## src/rtl/spi_slave_pkg.sv

```systemverilog
// spi_slave_pkg: command bytes, FSM states and read dummy-byte count
// shared by the spi_slave_wb bridge.
package spi_slave_pkg;

  localparam logic [7:0] CMD_WRITE = 8'h02;
  localparam logic [7:0] CMD_READ  = 8'h03;
  localparam int DUMMY_BYTES = 1;

  typedef enum logic [3:0] {
    IDLE,
    CMD,
    ADDR,
    WDATA,
    WB_WR,
    WB_RD,
    RDUMMY,
    RDATA,
    DROP
  } state_e;

  function automatic logic is_cmd(input logic [7:0] b);
    return (b == CMD_WRITE) || (b == CMD_READ);
  endfunction

endpackage

```

## src/rtl/spi_slave_sync.sv

```systemverilog
// spi_slave_sync: 2-FF synchronizers plus edge detect for CSB/SCLK,
// and a matching 2-FF path for MOSI.
module spi_slave_sync (
  input  logic clk,
  input  logic rst,
  input  logic csb,
  input  logic sclk,
  input  logic mosi,
  output logic sclk_rise,
  output logic sclk_fall,
  output logic csb_fall,
  output logic csb_rise,
  output logic csb_sync,
  output logic mosi_sync
);

  logic [2:0] csb_q;
  logic [2:0] sclk_q;
  logic [1:0] mosi_q;

  // CSB resets high so a held-low pin is seen as a fresh frame start
  always_ff @(posedge clk) begin
    if (rst) begin
      csb_q  <= 3'b111;
      sclk_q <= 3'b000;
      mosi_q <= 2'b00;
    end else begin
      csb_q  <= {csb_q[1:0], csb};
      sclk_q <= {sclk_q[1:0], sclk};
      mosi_q <= {mosi_q[0], mosi};
    end
  end

  assign sclk_rise = sclk_q[1] & ~sclk_q[2];
  assign sclk_fall = ~sclk_q[1] & sclk_q[2];
  assign csb_fall  = ~csb_q[1] & csb_q[2];
  assign csb_rise  = csb_q[1] & ~csb_q[2];
  assign csb_sync  = csb_q[1];
  assign mosi_sync = mosi_q[1];

endmodule

```

## src/rtl/spi_slave_wb.sv

```systemverilog
// spi_slave_wb: SPI mode-0 slave driving a Wishbone master port.
// Define SPI_SLAVE_WB_TIMEOUT_EN to enable the Wishbone watchdog.
module spi_slave_wb
  import spi_slave_pkg::*;
#(
  parameter int ADDR_WD = 8,
  parameter int TIMEOUT = 32
) (
  input  logic        wb_clk_i,
  input  logic        wb_rst_i,
  input  logic        spi_csb_i,
  input  logic        spi_sclk_i,
  input  logic        spi_mosi_i,
  output logic        spi_miso_o,
  output logic        spi_miso_oeb_o,
  output logic        wbm_cyc_o,
  output logic        wbm_stb_o,
  output logic        wbm_we_o,
  output logic [3:0]  wbm_sel_o,
  output logic [31:0] wbm_adr_o,
  output logic [31:0] wbm_dat_o,
  input  logic [31:0] wbm_dat_i,
  input  logic        wbm_ack_i,
  output logic        busy_o,
  output logic        err_o
);

  localparam logic [5:0] DUMMY_BITS = 6'(8 * DUMMY_BYTES);

  logic sclk_rise;
  logic sclk_fall;
  logic csb_fall;
  logic csb_rise;
  logic csb_sync;
  logic mosi_sync;

  state_e state;
  state_e state_nx;

  logic [5:0]         bit_cnt;
  logic [31:0]        rx_q;
  logic [31:0]        rx_nx;
  logic [31:0]        tx_q;
  logic [31:0]        wdata_q;
  logic [ADDR_WD-1:0] addr_q;
  logic [29:0]        addr_ext;
  logic               is_wr;
  logic               abort_q;
  logic               miso_q;
  logic               in_wb;
  logic               tmo;
  logic               ack_ev;
  logic               last8;
  logic               last32;
  logic               dummy_done;

  spi_slave_sync u_sync (
    .clk       (wb_clk_i),
    .rst       (wb_rst_i),
    .csb       (spi_csb_i),
    .sclk      (spi_sclk_i),
    .mosi      (spi_mosi_i),
    .sclk_rise (sclk_rise),
    .sclk_fall (sclk_fall),
    .csb_fall  (csb_fall),
    .csb_rise  (csb_rise),
    .csb_sync  (csb_sync),
    .mosi_sync (mosi_sync)
  );

  assign rx_nx  = {rx_q[30:0], mosi_sync};
  assign in_wb  = (state == WB_WR) || (state == WB_RD);
  assign ack_ev = in_wb && (wbm_ack_i || tmo);
  assign last8  = sclk_rise && (bit_cnt == 6'd7);
  assign last32 = sclk_rise && (bit_cnt == 6'd31);

  // dummy rises keep counting while the read is still in flight
  assign dummy_done = (bit_cnt >= DUMMY_BITS) ||
                      (sclk_rise && (bit_cnt == DUMMY_BITS - 6'd1));

`ifdef SPI_SLAVE_WB_TIMEOUT_EN
  logic [5:0] wd_q;
  logic       err_q;

  assign tmo = in_wb && (wd_q == 6'(TIMEOUT - 1));

  always_ff @(posedge wb_clk_i) begin
    if (wb_rst_i) begin
      wd_q  <= 6'd0;
      err_q <= 1'b0;
    end else begin
      wd_q <= (in_wb && !ack_ev) ? wd_q + 6'd1 : 6'd0;
      if (tmo && !wbm_ack_i) err_q <= 1'b1;
    end
  end

  assign err_o = err_q;
`else
  assign tmo   = 1'b0;
  assign err_o = 1'b0;
`endif

  always_ff @(posedge wb_clk_i) begin
    if (wb_rst_i) state <= IDLE;
    else          state <= state_nx;
  end

  always_comb begin
    state_nx = state;
    unique case (state)
      IDLE:   if (csb_fall) state_nx = CMD;
      CMD:    if (last8) state_nx = is_cmd(rx_nx[7:0]) ? ADDR : DROP;
      ADDR:   if (last8) state_nx = is_wr ? WDATA : WB_RD;
      WDATA:  if (last32) state_nx = WB_WR;
      WB_WR: begin
        if (ack_ev) state_nx = (abort_q || csb_rise) ? IDLE : DROP;
      end
      WB_RD: begin
        if (ack_ev) begin
          if (abort_q || csb_rise) state_nx = IDLE;
          else state_nx = dummy_done ? RDATA : RDUMMY;
        end
      end
      RDUMMY: begin
        if (sclk_rise && (bit_cnt == DUMMY_BITS - 6'd1)) state_nx = RDATA;
      end
      RDATA:  if (last32) state_nx = DROP;
      DROP:   state_nx = DROP;
      default: state_nx = IDLE;
    endcase
    if (csb_rise && !in_wb) state_nx = IDLE;
  end

  always_comb begin
    wbm_cyc_o = in_wb;
    wbm_stb_o = in_wb;
    wbm_we_o  = (state == WB_WR);
    wbm_sel_o = in_wb ? 4'hF : 4'h0;
    busy_o    = (state != IDLE);
  end

  always_ff @(posedge wb_clk_i) begin
    if (wb_rst_i) begin
      bit_cnt <= 6'd0;
      rx_q    <= 32'd0;
      tx_q    <= 32'd0;
      wdata_q <= 32'd0;
      addr_q  <= '0;
      is_wr   <= 1'b0;
      abort_q <= 1'b0;
    end else begin
      if (state_nx != state && !(state == WB_RD && state_nx == RDUMMY))
        bit_cnt <= 6'd0;
      else if (sclk_rise)
        bit_cnt <= bit_cnt + 6'd1;
      if (sclk_rise && (state == CMD || state == ADDR || state == WDATA))
        rx_q <= rx_nx;
      if (state == CMD && last8) is_wr <= (rx_nx[7:0] == CMD_WRITE);
      if (state == ADDR && last8) addr_q <= ADDR_WD'(rx_nx[7:0]);
      if (state == WDATA && last32) wdata_q <= rx_nx;
      if (state == WB_RD && ack_ev)
        tx_q <= wbm_ack_i ? wbm_dat_i : 32'hFFFF_FFFF;
      else if (state == RDATA && sclk_fall)
        tx_q <= {tx_q[30:0], 1'b0};
      abort_q <= in_wb && (abort_q || csb_rise);
    end
  end

  always_ff @(posedge wb_clk_i) begin
    if (wb_rst_i || state == IDLE) miso_q <= 1'b0;
    else if (sclk_fall) miso_q <= (state == RDATA) && tx_q[31];
  end

  assign addr_ext       = 30'(addr_q);
  assign wbm_adr_o      = {addr_ext, 2'b00};
  assign wbm_dat_o      = wdata_q;
  assign spi_miso_o     = miso_q;
  assign spi_miso_oeb_o = csb_sync;

endmodule

```

## config.mk

```make
export PLATFORM = sky130hd
export DESIGN_NAME = spi_slave_wb
export DESIGN_NICKNAME = d
export VERILOG_FILES = /design/src/rtl/spi_slave_pkg.sv /design/src/rtl/spi_slave_sync.sv /design/src/rtl/spi_slave_wb.sv
export SDC_FILE = /design/constraint.sdc
export NUM_CORES = 1
export LEC_CHECK = 0
export ABC_AREA = 1
export BUFFER_PORTS_ARGS = -buffer_cell sky130_fd_sc_hd__buf_2
export CORE_MARGIN = 3
export CORE_UTILIZATION = 45
export DETAILED_ROUTE_END_ITERATION = 16
export PLACE_DENSITY = 0.68
export SETUP_SLACK_MARGIN = 0.5
export SLEW_MARGIN = 20
export SYNTH_ARGS = -nofsm -noshare
export SYNTH_HDL_FRONTEND = slang
export SYNTH_HIERARCHICAL = 1
export SYNTH_SLANG_ARGS = --single-unit
```

## constraint.sdc

```tcl
create_clock -name wb_clk_i -period 3.8 [get_ports wb_clk_i]
set_input_delay 1.14 -clock wb_clk_i [delete_from_list [all_inputs] [get_ports wb_clk_i]]
set_output_delay 1.14 -clock wb_clk_i [all_outputs]
set_load 0.02 [all_outputs]
```

Word level (Yosys, flattened, before mapping)
Cells that the tools add are included.
{ "classes": {"addsub": 1, "order_cmp": 1, "eq_ne": 14, "mux": 19, "n_bitwise": 8, "reduce_logical": 27} }
{ "ops": {"columns": ["op", "n"], "rows": [
  ["32-bit 2-to-1 mux", 3],
  ["4-bit 2-to-1 mux", 12],
  ["4-bit case mux with 9 select lines", 1],
  ["4-bit by 3-bit == test with 1-bit output, second input constant", 5],
  ["8-bit by 2-bit == test with 1-bit output, second input constant", 2],
  ["1-bit logical AND", 14],
  ["4-bit by 2-bit == test with 1-bit output, second input constant", 2],
  ["1-bit logical OR", 7],
  ["6-bit by 1-bit adder with 6-bit output, second input constant", 1],
  ["6-bit by 3-bit == test with 1-bit output, second input constant", 1],
  ["6-bit by 5-bit == test with 1-bit output, second input constant", 1],
  ["6-bit by 4-bit >= comparator with 1-bit output, second input constant", 1],
  ["3-bit 2-to-1 mux", 2],
  ["1-bit bitwise AND", 4],
  ["4-bit by 1-bit == test with 1-bit output, second input constant", 1],
  ["4-bit == test, second input constant", 1],
  ["4-bit logical NOT", 1],
  ["4-bit inequality test", 1],
  ["1-bit NOT", 4],
  ["4-bit nonzero test", 1],
  ["1-bit logical NOT", 2],
  ["2-bit nonzero test", 1],
  ["2-bit OR reduction", 1],
  ["1-bit 2-to-1 mux", 1]
]} }
{ "totals": {"reg_bits": 124, "input_bits": 38} }

Logic depth before layout (Yosys ltp)
Gate-level depths: netlist (run 1).
{ "logic_depth": {"depth_word": 14, "ltp_mapped": 15, "depth_no_buf": 15} }

By module
Netlist (run 1), hierarchy kept.
{ "by_module_without_submodules": {"columns": ["module", "instances", "cells_per_inst", "area_each_um2", "seq_area_each_um2"], "rows": [
  ["spi_slave_wb", 1, 664, 5088.6, 2322.2],
  ["spi_slave_sync", 1, 31, 246.5, 160.2]
]} }

Least setup slack after synthesis (run 1)
No wires, ideal clock.
{ "synth_path": {"path_type": "input -> register", "startpoint": "input port wbm_ack_i", "endpoint": "register bit_cnt[0]", "setup_time_ps": 70, "arrival_time_ps": 2219, "required_time_ps": 3730, "slack_ps": 1511, "cell_stages": 13, "cell_sequence": "buf_2 > inv_1 > nor2_1 > inv_1 > nand2_1 > nand2_1 > nor2_1 > nand2_2 > nand3_1 > nand2_1 > nor2_2 > nand3_2 > a21oi_1"} }
{ "synth_via": {"elab_chain_cells": 9} }
{ "synth_lines": {"columns": ["item", "line", "text"], "rows": [
  ["start: declaration", "spi_slave_wb.sv:23", "input logic wbm_ack_i,"],
  ["1-bit logical AND *", "spi_slave_wb.sv:73", "assign ack_ev = in_wb && (wbm_ack_i || tmo);"],
  ["4-bit 2-to-1 mux, on equally long branches", "spi_slave_wb.sv:119, spi_slave_wb.sv:116", null],
  ["4-bit case mux with 9 select lines *", "spi_slave_wb.sv:110", "unique case (state)"],
  ["4-bit 2-to-1 mux *", "spi_slave_wb.sv:131", "if (csb_rise && !in_wb) state_nx = IDLE;"],
  ["4-bit by 3-bit == test with 1-bit output", "spi_slave_wb.sv:152", "if (state_nx != state && !(state == WB_RD && state_nx == RDUMMY))"],
  ["1-bit logical AND", "spi_slave_wb.sv:152", null],
  ["1-bit logical NOT", "spi_slave_wb.sv:152", null],
  ["1-bit logical AND *", "spi_slave_wb.sv:152", null],
  ["2-bit OR reduction (no line) *", null, null],
  ["end signal: assignment", "spi_slave_wb.sv:155", "bit_cnt <= bit_cnt + 6'd1;"],
  ["end: declaration", "spi_slave_wb.sv:40", "logic [5:0] bit_cnt;"]
]} }
Every way passes the cells marked *; elsewhere a longest branch is shown, timed or not.
A chain may end at the register's enable or synchronous reset.

Worst setup path after layout (run 1)
{ "layout_path": {"startpoint": "register state[1]", "endpoint": "output port busy_o"} }
{ "layout_via": {"elab_chain_cells": 1} }
{ "layout_lines": {"columns": ["item", "line", "text"], "rows": [
  ["start: declaration", "spi_slave_wb.sv:37", "state_e state;"],
  ["start signal: assignment", "spi_slave_wb.sv:105", "else state <= state_nx;"],
  ["4-bit nonzero test", "spi_slave_wb.sv:139", "busy_o = (state != IDLE);"],
  ["end: declaration", "spi_slave_wb.sv:24", "output logic busy_o,"]
]} }
Every way passes these cells.

==> results of run 1 <==
## worst max-delay path, cell delays in order, from the launching register on
cell     delay [ns]
dfxtp_1        0.38
inv_2          0.14
nand2_4        0.16
nor2_1         0.23
inv_1          0.09
buf_2          0.17
## registers in the layout (all words and copies together) (netlist names)
signal,count
bit_cnt,6
tx_q,32
rx_q,31
abort_q,1
u_sync/csb_q,3
u_sync/mosi_q,2
is_wr,1
spi_miso_o,1
state,4
wbm_dat_o,32
u_sync/sclk_q,3
addr_q,8
## layout make-up
cell class                      instances  area (sq um)  share of cell area
Tap cell                              143           179              0.0286
Inverter                               54           203              0.0323
Clock buffer                           22           484              0.0773
Timing Repair Buffer                   94           503              0.0803
Clock inverter                         10          90.1              0.0144
Multi-Input combinational cell        466          2320               0.371
Sequential cell                       124          2480               0.396
## path summary, 6_finish.rpt
| path | startpoint | endpoint | depth (start not counted) | slack (ns) |
|---|---|---|---|---|
| max reg2reg | state[1] | tx_q[15] | 7 | 1.48 |
| max | state[1] | busy_o | 5 | 1.07 |
| min | u_sync/mosi_q[0] | u_sync/mosi_q[1] | 2 | 0.40 |
| min reg2reg | u_sync/mosi_q[0] | u_sync/mosi_q[1] | 2 | 0.40 |
## cells in the final DEF, fill, tap and decap left out, drive strengths merged
master and n:
a21oi 41, a211oi 41, o21ai 9, buf 94, ha 2, conb 25
nor3b 1, inv 54, clkinv 3, dfxtp 124, o21bai 1, nor3 2
xor2 4, bufinv 1, nor2 84, clkinvlp 6, clkbuf 22, nand2 130
nand4 15, o211ai 1, a31oi 31, nand3 79
## metal layers
layer	global-route usage	wire, um	vias to the layer above
met5	0	0	-
met4	0.0775	233	0
met3	0.0505	663	19
met2	0.289	5420	123
met1	0.229	5350	2142
li1	-	-	2401
## synth_stat cells, drive strengths merged
cell,number,area (sq um)
a211oi,41,308
a21oi,41,205
a31oi,31,194
buf,47,313
clkbuf,28,105
conb,1,3.75
dfxtp,124,2480
ha,2,25.0
inv,54,203
nand2,130,513
nand3,79,413
nand4,15,93.8
nor2,84,353
nor3,2,21.3
nor3b,1,7.51
o211ai,1,7.51
o21ai,9,45.0
o21bai,1,7.51
xor2,4,35.0
## per-stage QoR
stage / hold slack [ns] / std cells / setup slack [ns] / power (W) / area [sq um]
global placement: 0.395 / 881 / 1.16 / 0.00145 / 5690
detailed placement: 0.397 / 881 / 1.04 / 0.00145 / 5690
CTS: 0.405 / 913 / 1.03 / 0.00299 / 6270
finish: 0.400 / 913 / 1.07 / 0.00296 / 6270
floorplan: 0.386 / 719 / 1.51 / 0.00143 / 5430
global route: 0.427 / 913 / 0.946 / 0.00306 / 6270
## power by group
group	total [W]	switching [W]	internal, W
sequential	0.00131	0.00000410	0.00131
combinational	0.000112	0.0000825	0.0000290
clock	0.00154	0.000577	0.000963
total	0.00296	0.000664	0.00230
## cell families after synthesis
family	count (synthesis)
and+or+nand+nor	311
buffers and inverters	129
AOI/OAI and AO/OA	124
DFF	124
xor gates and xnor gates	4
adders and majority gates	2
other	1
==> metrics.md, run 1 <==
| Metric | Value |
|---|---|
| Crit-path max FO | 19 |
| Remaining DRCs | 0 |
| Clock Skews | 0.00776 ns |
| Sequential area share after synthesis | 0.465 |
| Total congestion overflow | 0 |
| CTS max path bufs | 2 |
| Ports | 113 |
| Postcts setup bufs | 0 |
| Adder-cell share of the synthesized area | 0.00469 |
| Tot GR Track Use | 0.181 |
| Post-route core utilization | 0.544 |
| CTS sink count | 124 |
| Synth Area in Simple Gates | 0.263 |
| CTS tree | built |
| Final period util | 0.718 |
| Initial antenna violation count | 0 |
| Synth Area per Inst | 7.68 sq um |
| Via count | 4685 |
| Worst-path clk slew | 0.05 ns |
| Data required time of the worst path | 2.66 ns |
| Result of the run | finished, final reports clean |
| Startpoint Class | flop |
| Layout cells sized above 1 | 0.196 |
| Pin count of the biggest net entering global routing | 78 |
| Hold Vio Cnt, Final | 0 |
| Post-Synth XOR/XNOR Area | 0.00657 |
| Diodes inserted | 0 |
| Largest family of logic cells by synthesized area | simple AND/OR/NAND/NOR gates |
| Routability cong. | 0.921 |
| Mapped Area | 5340 sq um |
| Worst-Skew Late Latency | 0.42 ns |
| Max Cap Viol | 0 |
| ANT nets after route | 0 |
| Die height | 115 um |
| DPL Wire Length | 7670 um |
| HP Class | flop to flop |
| Nets | 797 |
| Max Freq | 0.366 GHz |
| Setup crit end kind | output pin |
| PortBufs | 87 |
| Sum of negative setup slack | 0 ns |
| Synth cell types | 30 |
| First-pass GRT wire length | 19500 um |
| Clock Tree Root | clkbuf_16 |
| Core Box Area | 11500 sq um |
| Vias in the first global route | 4218 |
| Initial Util | 0.463 |
| Worst Tran Pin Value | 0.931 ns |
| Fillers | 1094 |
| Arr. time, crit path | 1.59 ns |
| PostCTS Resize Cnt | 0 |
| Initial DRC count | 366 |
| Htree depth | 4 |
| Worst Setup Path Type | flop to output pin |
| Via density | 5.13 |
| Final Max Tran Viols | 0 |
| Pleak | 2.49 nW |
| Power Density | 473 nW/um^2 |
| Mapped Cells | 695 |
| Die ar. | 13200 sq um |
| Area delta synth->final | 17.4% |
| Cts bufs inserted | 17 |
| # hold bufs at CTS | 0 |
| RSZ-0062 raised after global routing | no |
| Die X | 115 um |
| Average wire per standard cell | 12.8 um |
| Synth Area in Compound Gates | 0.144 |
| Peak supply drop | 0.266 mV |
| Max transition margin | 0.379 |
| Rows | 39 |
| Portion of netlist area occupied by mux cells | 0 |
| Final wirelength | 11700 um |
| Final setup fails | 0 |
| Ys Warns | 6 |
| Synthesized flop and latch total | 124 |
| Min Tclk post-route | 2.73 ns |
| DRT Pass-1 Iters | 5 |
No activity file was read; power rests on OpenSTA's default activity.
==> inputs of run 2 (changes only) <==
- ABC_AREA: 1 -> 0
- PLACE_DENSITY: 0.68 -> 0.71
- clock period: 3.8 -> 2.5 ns (I/O delays scaled with it)
==> run 2 against run 1 <==
Against the previous run: combinational power is 52% higher; cell count down 3.4%; first-iteration DRC count down 33%; non-clock buffer count increased by 28; final area is 5.3% higher; critical path type unchanged; critical endpoint unchanged; largest power group unchanged.
==> metrics.md, run 2 <==
| Metric | Value |
|---|---|
| Worst path cell trace | buf_6 > or4_4 > buf_6 |
| Via density | 5.19 |
| Commonest non-fill, non-tap cells in the layout | 167 x nand2_1, 118 x dfxtp_1, 103 x a21oi_1, 85 x buf_2, 31 x a22oi_1 |
| Final wirelength | 12200 um |
| Prevailing post-synth register cell | dfxtp_1 |
| Tot GR Track Use | 0.190 |
| Core Box Area | 11100 sq um |
| Synth cell count leaders | 167 x nand2_1, 124 x dfxtp_1, 104 x a21oi_1 |
| RSZ-0062 raised after global routing | yes |
| Synth Area per Inst | 8.21 sq um |
| EDFF count, synth | 0 |
| Mapped Cells | 642 |
| Overall Power | 0.00451 W |
| ANT nets after route | 0 |
| Startpoint Class | flop |
| Synthesized flop and latch total | 124 |
| Min Tclk post-route | 2.29 ns |
| HP Start | u_sync/csb_q[0] |
| Hold Vio Cnt, Final | 0 |
| R2r setup slk | 0.25 ns |
| PortBufs | 87 |
| CTS max path bufs | 2 |
| Max transition margin | 0.416 |
| Area delta synth->final | 25.1% |
| Ys Warns | 6 |
| Commonest non-fill, non-tap cell in the layout | nand2_1 |
| Post-route cell area | 6600 sq um |
| Worst-Skew Late Latency | 0.40 ns |
| Final Max Tran Viols | 0 |
| Remaining DRCs | 0 |
| Data required time of the worst path | 1.75 ns |
| FF-to-FF Start | state[1] |
| # hold bufs at CTS | 0 |
| First-pass GRT wire length | 20200 um |
| Endpoint, Worst Hold | u_sync/csb_q[1] |
| Sequential area share after synthesis | 0.471 |
| Die height | 114 um |
| Int Pwr | 0.00353 W |
| Clock Tree Root | clkbuf_16 |
| Critical path's largest stage delay | 0.54 ns |
| Final Non-Filler Cells | 882 |
| FFs w/ async S/R, synth | 0 |
| Initial antenna violation count | 0 |
| Setup crit end kind | output pin |
| Yosys top cell area share | 0.471 |
| Max Freq | 0.437 GHz |
| R2R Path End | bit_cnt[5] |
| Layout cells sized above 1 | 0.256 |
| Worst path slowest cell | or4_4 |
| Vias in the first global route | 4345 |
| Combinational Power Share | 0.038 |
| Die ar. | 13100 sq um |
| Result of the run | finished, final reports clean |
| Clock share of power | 0.521 |
| Clock Skews | 0.00701 ns |
| Pleak | 2.57 nW |
| Mapped Area | 5270 sq um |
| Rows | 38 |
| Die X | 114 um |
| Power Density | 684 nW/um^2 |
| Cts bufs inserted | 17 |
| DRT Pass-1 Iters | 4 |
| DPL Wire Length | 8070 um |
| Average wire per standard cell | 13.8 um |
| Worst Setup Path Type | flop to output pin |
| Max Cap Viol | 0 |
| Final setup fails | 0 |
| Switching portion of total power | 0.218 |
| Placed Cells | 836 |
| Synth cell types | 58 |
| Diodes inserted | 0 |
| Worst-path clk slew | 0.06 ns |
| Ports | 113 |
| Total congestion overflow | 0 |
| Sequential power share | 0.441 |
| Arr. time, crit path | 1.54 ns |
| Final period util | 0.915 |
| CTS sink count | 124 |
| Pin count of the biggest net entering global routing | 91 |
| Crit-path max FO | 5 |
| HP Class | flop to flop |
| Placed cell areas | 5760 sq um |
| Nets | 769 |
| P_sw | 0.000982 W |
| Via count | 4575 |
| Most frequent cell after synthesis | nand2_1 |
| Htree depth | 4 |
| Worst R2R Path Depth | 7 |
| Sum of negative setup slack | 0 ns |
| Initial Util | 0.474 |
| CTS tree | built |
| Worst hold path cell count | 1 |
| Worst Tran Pin Value | 0.876 ns |
| Initial DRC count | 247 |
| CP dominant cell by count | buf_6 |
| Peak supply drop | 0.632 mV |
| Area leader, netlist | dfxtp_1 |
| Routability cong. | 0.836 |
| Largest cells by area after synthesis | dfxtp_1 47%, nand2_1 12%, a21oi_1 9.9% |
==> run 2: cell families after synthesis <==
group	synth area share
muxes	0.0237
and+or+nand+nor	0.222
buffers and inverters	0.0845
xor gates and xnor gates	0.00664
adders and majority gates	0.00474
AOI/OAI and AO/OA	0.187
other	0.000711
DFF	0.471
==> run 2: final cells by class <==
class	instances	area [sq um]
fill	1000	4530
multi-input combinational	457	2560
sequential	124	2490
timing repair buffer	122	767
clock buffer	21	450
tap	140	175
clock inverter	11	119
inverter	7	26.3
==> run 2: power groups by stage <==
stage,clock network [W],registers (W),logic (W)
2_1_floorplan,0,0.00203,0.000135
3_3_place_gp,0,0.00203,0.000156
3_5_place_dp,0,0.00203,0.000157
4_1_cts,0.00239,0.00199,0.000165
5_1_grt,0.00251,0.00199,0.000184
6_report,0.00235,0.00199,0.000170
==> run 2: how the worst max path moves through the flow <==
stage	startpoint	end	slack, ns	depth (start not counted)
floorplan	state[1]	bit_cnt[0]	0.38	7
global placement	wbm_ack_i	bit_cnt[2]	0.20	6
detailed placement	wbm_ack_i	bit_cnt[2]	0.16	6
CTS	state[1]	busy_o	0.20	3
global route	state[1]	bit_cnt[4]	0.17	7
finish	state[1]	busy_o	0.21	3
==> run 2: per-layer routing <==
layer	vias to the layer above	wire, um	track usage	part of all wire
li1	2306	-	-	-
met1	2129	5290	0.235	0.43
met2	123	5750	0.296	0.47
met3	17	979	0.0830	0.080
met4	0	169	0.0665	0.014
met5	-	0	0	0
==> run 2: critical path, delay by kind of cell, from the launching register on <==
| family | cells | cell delay, ns |
|---|---|---|
| AND/OR/NAND/NOR | 1 | 0.54 |
| flip-flops | 1 | 0.32 |
| buffers and inverters | 2 | 0.27 |
==> run 2: repair_timing <==
action,CTS,global route
setup buffers,12,2
hold endpoints to repair,0,0
endpoints found under the setup margin,48,52
cloned,0,0
gates resized for setup,25,11
pin swaps,1,3
==> run 2: stage by stage <==
step	util	hold slack (ns)	setup WS (ns)
final	0.593	0.408	0.213
after CTS	0.586	0.413	0.205
after detailed placement	0.518	0.399	0.164
after global routing	0.593	0.453	0.170
after floorplan	-	0.383	0.382
after global placement	0.518	0.386	0.199
==> inputs of run 3 (changes only) <==
- CORE_UTILIZATION: 45 -> 49
- CTS_CLUSTER_DIAMETER: not set -> 30
- PLACE_DENSITY: 0.71 -> 0.76
- TNS_END_PERCENT: not set -> 10
==> run 3 against run 2 <==
Against the previous run: clock skew rose by 0.0030 ns; die area fell by 7.7%; wire length fell by 0.33%; largest cell class unchanged; largest power group unchanged; count of clock-buffer cells in the layout fell by 2; critical path type unchanged; setup slack got worse by 0.12 ns; combinational power barely moved; register-to-register slack got worse by 0.10 ns; non-clock buffer count fell by 2.
==> metrics.md, run 3 (synthesized netlist as in run 2, its figures left out) <==
| Metric | Value |
|---|---|
| Result of the run | finished, final reports clean |
| Cts bufs inserted | 17 |
| Sum of negative setup slack | 0 ns |
| Nets | 767 |
| Total congestion overflow | 0 |
| Post-route core utilization | 0.626 |
| Endpoint, Worst Hold | u_sync/csb_q[0] |
| R2r setup slk | 0.15 ns |
| Final Non-Filler Cells | 876 |
| Max Cap Viol | 0 |
| Worst path slowest cell | or4_4 |
| Final period util | 0.962 |
| Die X | 110 um |
| Worst-path clk slew | 0.06 ns |
| Worst hold path cell count | 2 |
| Max Freq | 0.416 GHz |
| Largest delay share family, worst path | simple AND/OR/NAND/NOR gates |
| Clock Tree Root | clkbuf_8 |
| Final Max Tran Viols | 0 |
| HP Start | spi_csb_i |
| Power Density | 690 nW/um^2 |
| Remaining DRCs | 0 |
| P_sw | 0.00102 W |
| M1 GR Usage | 0.245 |
| Peak supply drop | 0.526 mV |
| Ports | 113 |
| Pleak | 2.55 nW |
| Crit-path max FO | 2 |
| Switching portion of total power | 0.226 |
| Via count | 4626 |
| Tot GR Track Use | 0.205 |
| Placed Cells | 831 |
| Critical path's largest stage delay | 0.53 ns |
| Routability cong. | 0.883 |
| # hold bufs at CTS | 0 |
| Min Tclk post-route | 2.41 ns |
| DRT Pass-1 Iters | 7 |
| Via density | 5.28 |
| Commonest non-fill, non-tap cell in the layout | nand2_1 |
| Htree depth | 4 |
| Final wirelength | 12200 um |
| Int Pwr | 0.00349 W |
| Reg area | 2490 sq um |
| Worst Tran Pin Value | 0.659 ns |
| Sequential power share | 0.441 |
| RSZ-0062 raised after global routing | yes |
| CTS max path bufs | 2 |
| HP Class | input port to flop |
| Arr. time, crit path | 1.66 ns |
| Diodes inserted | 0 |
| Data required time of the worst path | 1.75 ns |
| Area of the multi-input gates | 2520 sq um |
| Overall Power | 0.00450 W |
| Vias in the first global route | 4303 |
| Worst Setup Path Type | flop to output pin |
| Die height | 110 um |
| Setup crit end kind | output pin |
| PortBufs | 87 |
| Max transition margin | 0.560 |
| Layout cells sized above 1 | 0.242 |
| CTS tree | built |
| CP Buf/Inv Count | 2 |
| Initial antenna violation count | 0 |
| CTS sink count | 124 |
| Clock Skews | 0.0100 ns |
| DPL Wire Length | 7810 um |
| Fillers | 863 |
| Commonest non-fill, non-tap cells in the layout | 167 x nand2_1, 121 x dfxtp_1, 104 x a21oi_1, 79 x buf_2, 34 x buf_4 |
| First-pass GRT wire length | 19700 um |
| Pin count of the biggest net entering global routing | 115 |
| Grt met3 use | 0.0652 |
| Met2 Resource Use GR | 0.332 |
| Hold Vio Cnt, Final | 0 |
| Initial Util | 0.506 |
| Most Crowded Layer GR | met2 |
| ANT nets after route | 0 |
| CP dominant cell by count | buf_6 |
| Area delta synth->final | 23.7% |
| Worst-Skew Late Latency | 0.51 ns |
| Initial DRC count | 227 |
| Worst path cell trace | buf_6 > or4_4 > buf_6 |
| Clock share of power | 0.521 |
| Combinational Power Share | 0.038 |
| FF-to-FF Start | state[1] |
| Core Box Area | 10400 sq um |
| Worst R2R Path Depth | 7 |
| Startpoint Class | flop |
| R2R Path End | bit_cnt[0] |
| Average wire per standard cell | 13.9 um |
| Die ar. | 12000 sq um |
| Final setup fails | 0 |
| Rows | 37 |
## run 3: changes by cell type in the layout (fill, tap and decap cells not counted), sizes merged
cell | previous run | this run
clkinvlp | 4 | 3
buf | 122 | 120
clkbuf | 21 | 19
clkinv | 4 | 6
inv | 8 | 9
## run 3: stage by stage
step	hold slack, ns	cell area (sq um)	setup WS [ns]
2_1_floorplan	0.383	5380	0.382
6_report	0.417	6520	0.0946
5_1_grt	0.404	6520	0.0447
4_1_cts	0.386	6440	0.0700
3_3_place_gp	0.384	5740	0.169
3_5_place_dp	0.405	5740	0.134
## run 3: power groups by stage
stage	combinational [W]	clock (W)	sequential (W)
global route	0.000185	0.00247	0.00199
global placement	0.000158	0	0.00203
finish	0.000170	0.00235	0.00199
CTS	0.000165	0.00239	0.00199
detailed placement	0.000160	0	0.00203
floorplan	0.000135	0	0.00203
## run 3: repair_timing
action	4_1_cts	5_1_grt
pin swaps	1	3
endpoints found under the setup margin	87	89
gates resized for setup	21	8
setup buffers	8	5
## run 3: layer usage
metal  vias to the layer above  wire length (um)
met4                         0               282
met2                       151              6050
li1                       2295                 -
met5                         -                 0
met1                      2151              5010
met3                        29               813
## run 3: cell type report
class,count,area share
tap,136,0.0261
sequential,124,0.382
inverter,7,0.00403
multi-input combinational,457,0.386
timing repair buffer,120,0.114
clock inverter,13,0.0217
clock buffer,19,0.0662
## run 3: worst max-delay path by stage
stage	startpoint	to	slack (ns)	cells after the start
2_1_floorplan	state[1]	bit_cnt[0]	0.38	7
4_1_cts	state[1]	busy_o	0.07	3
3_3_place_gp	state[0]	bit_cnt[0]	0.17	6
5_1_grt	state[3]	busy_o	0.04	3
6_report	state[1]	busy_o	0.09	3
3_5_place_dp	wbm_ack_i	bit_cnt[2]	0.13	7
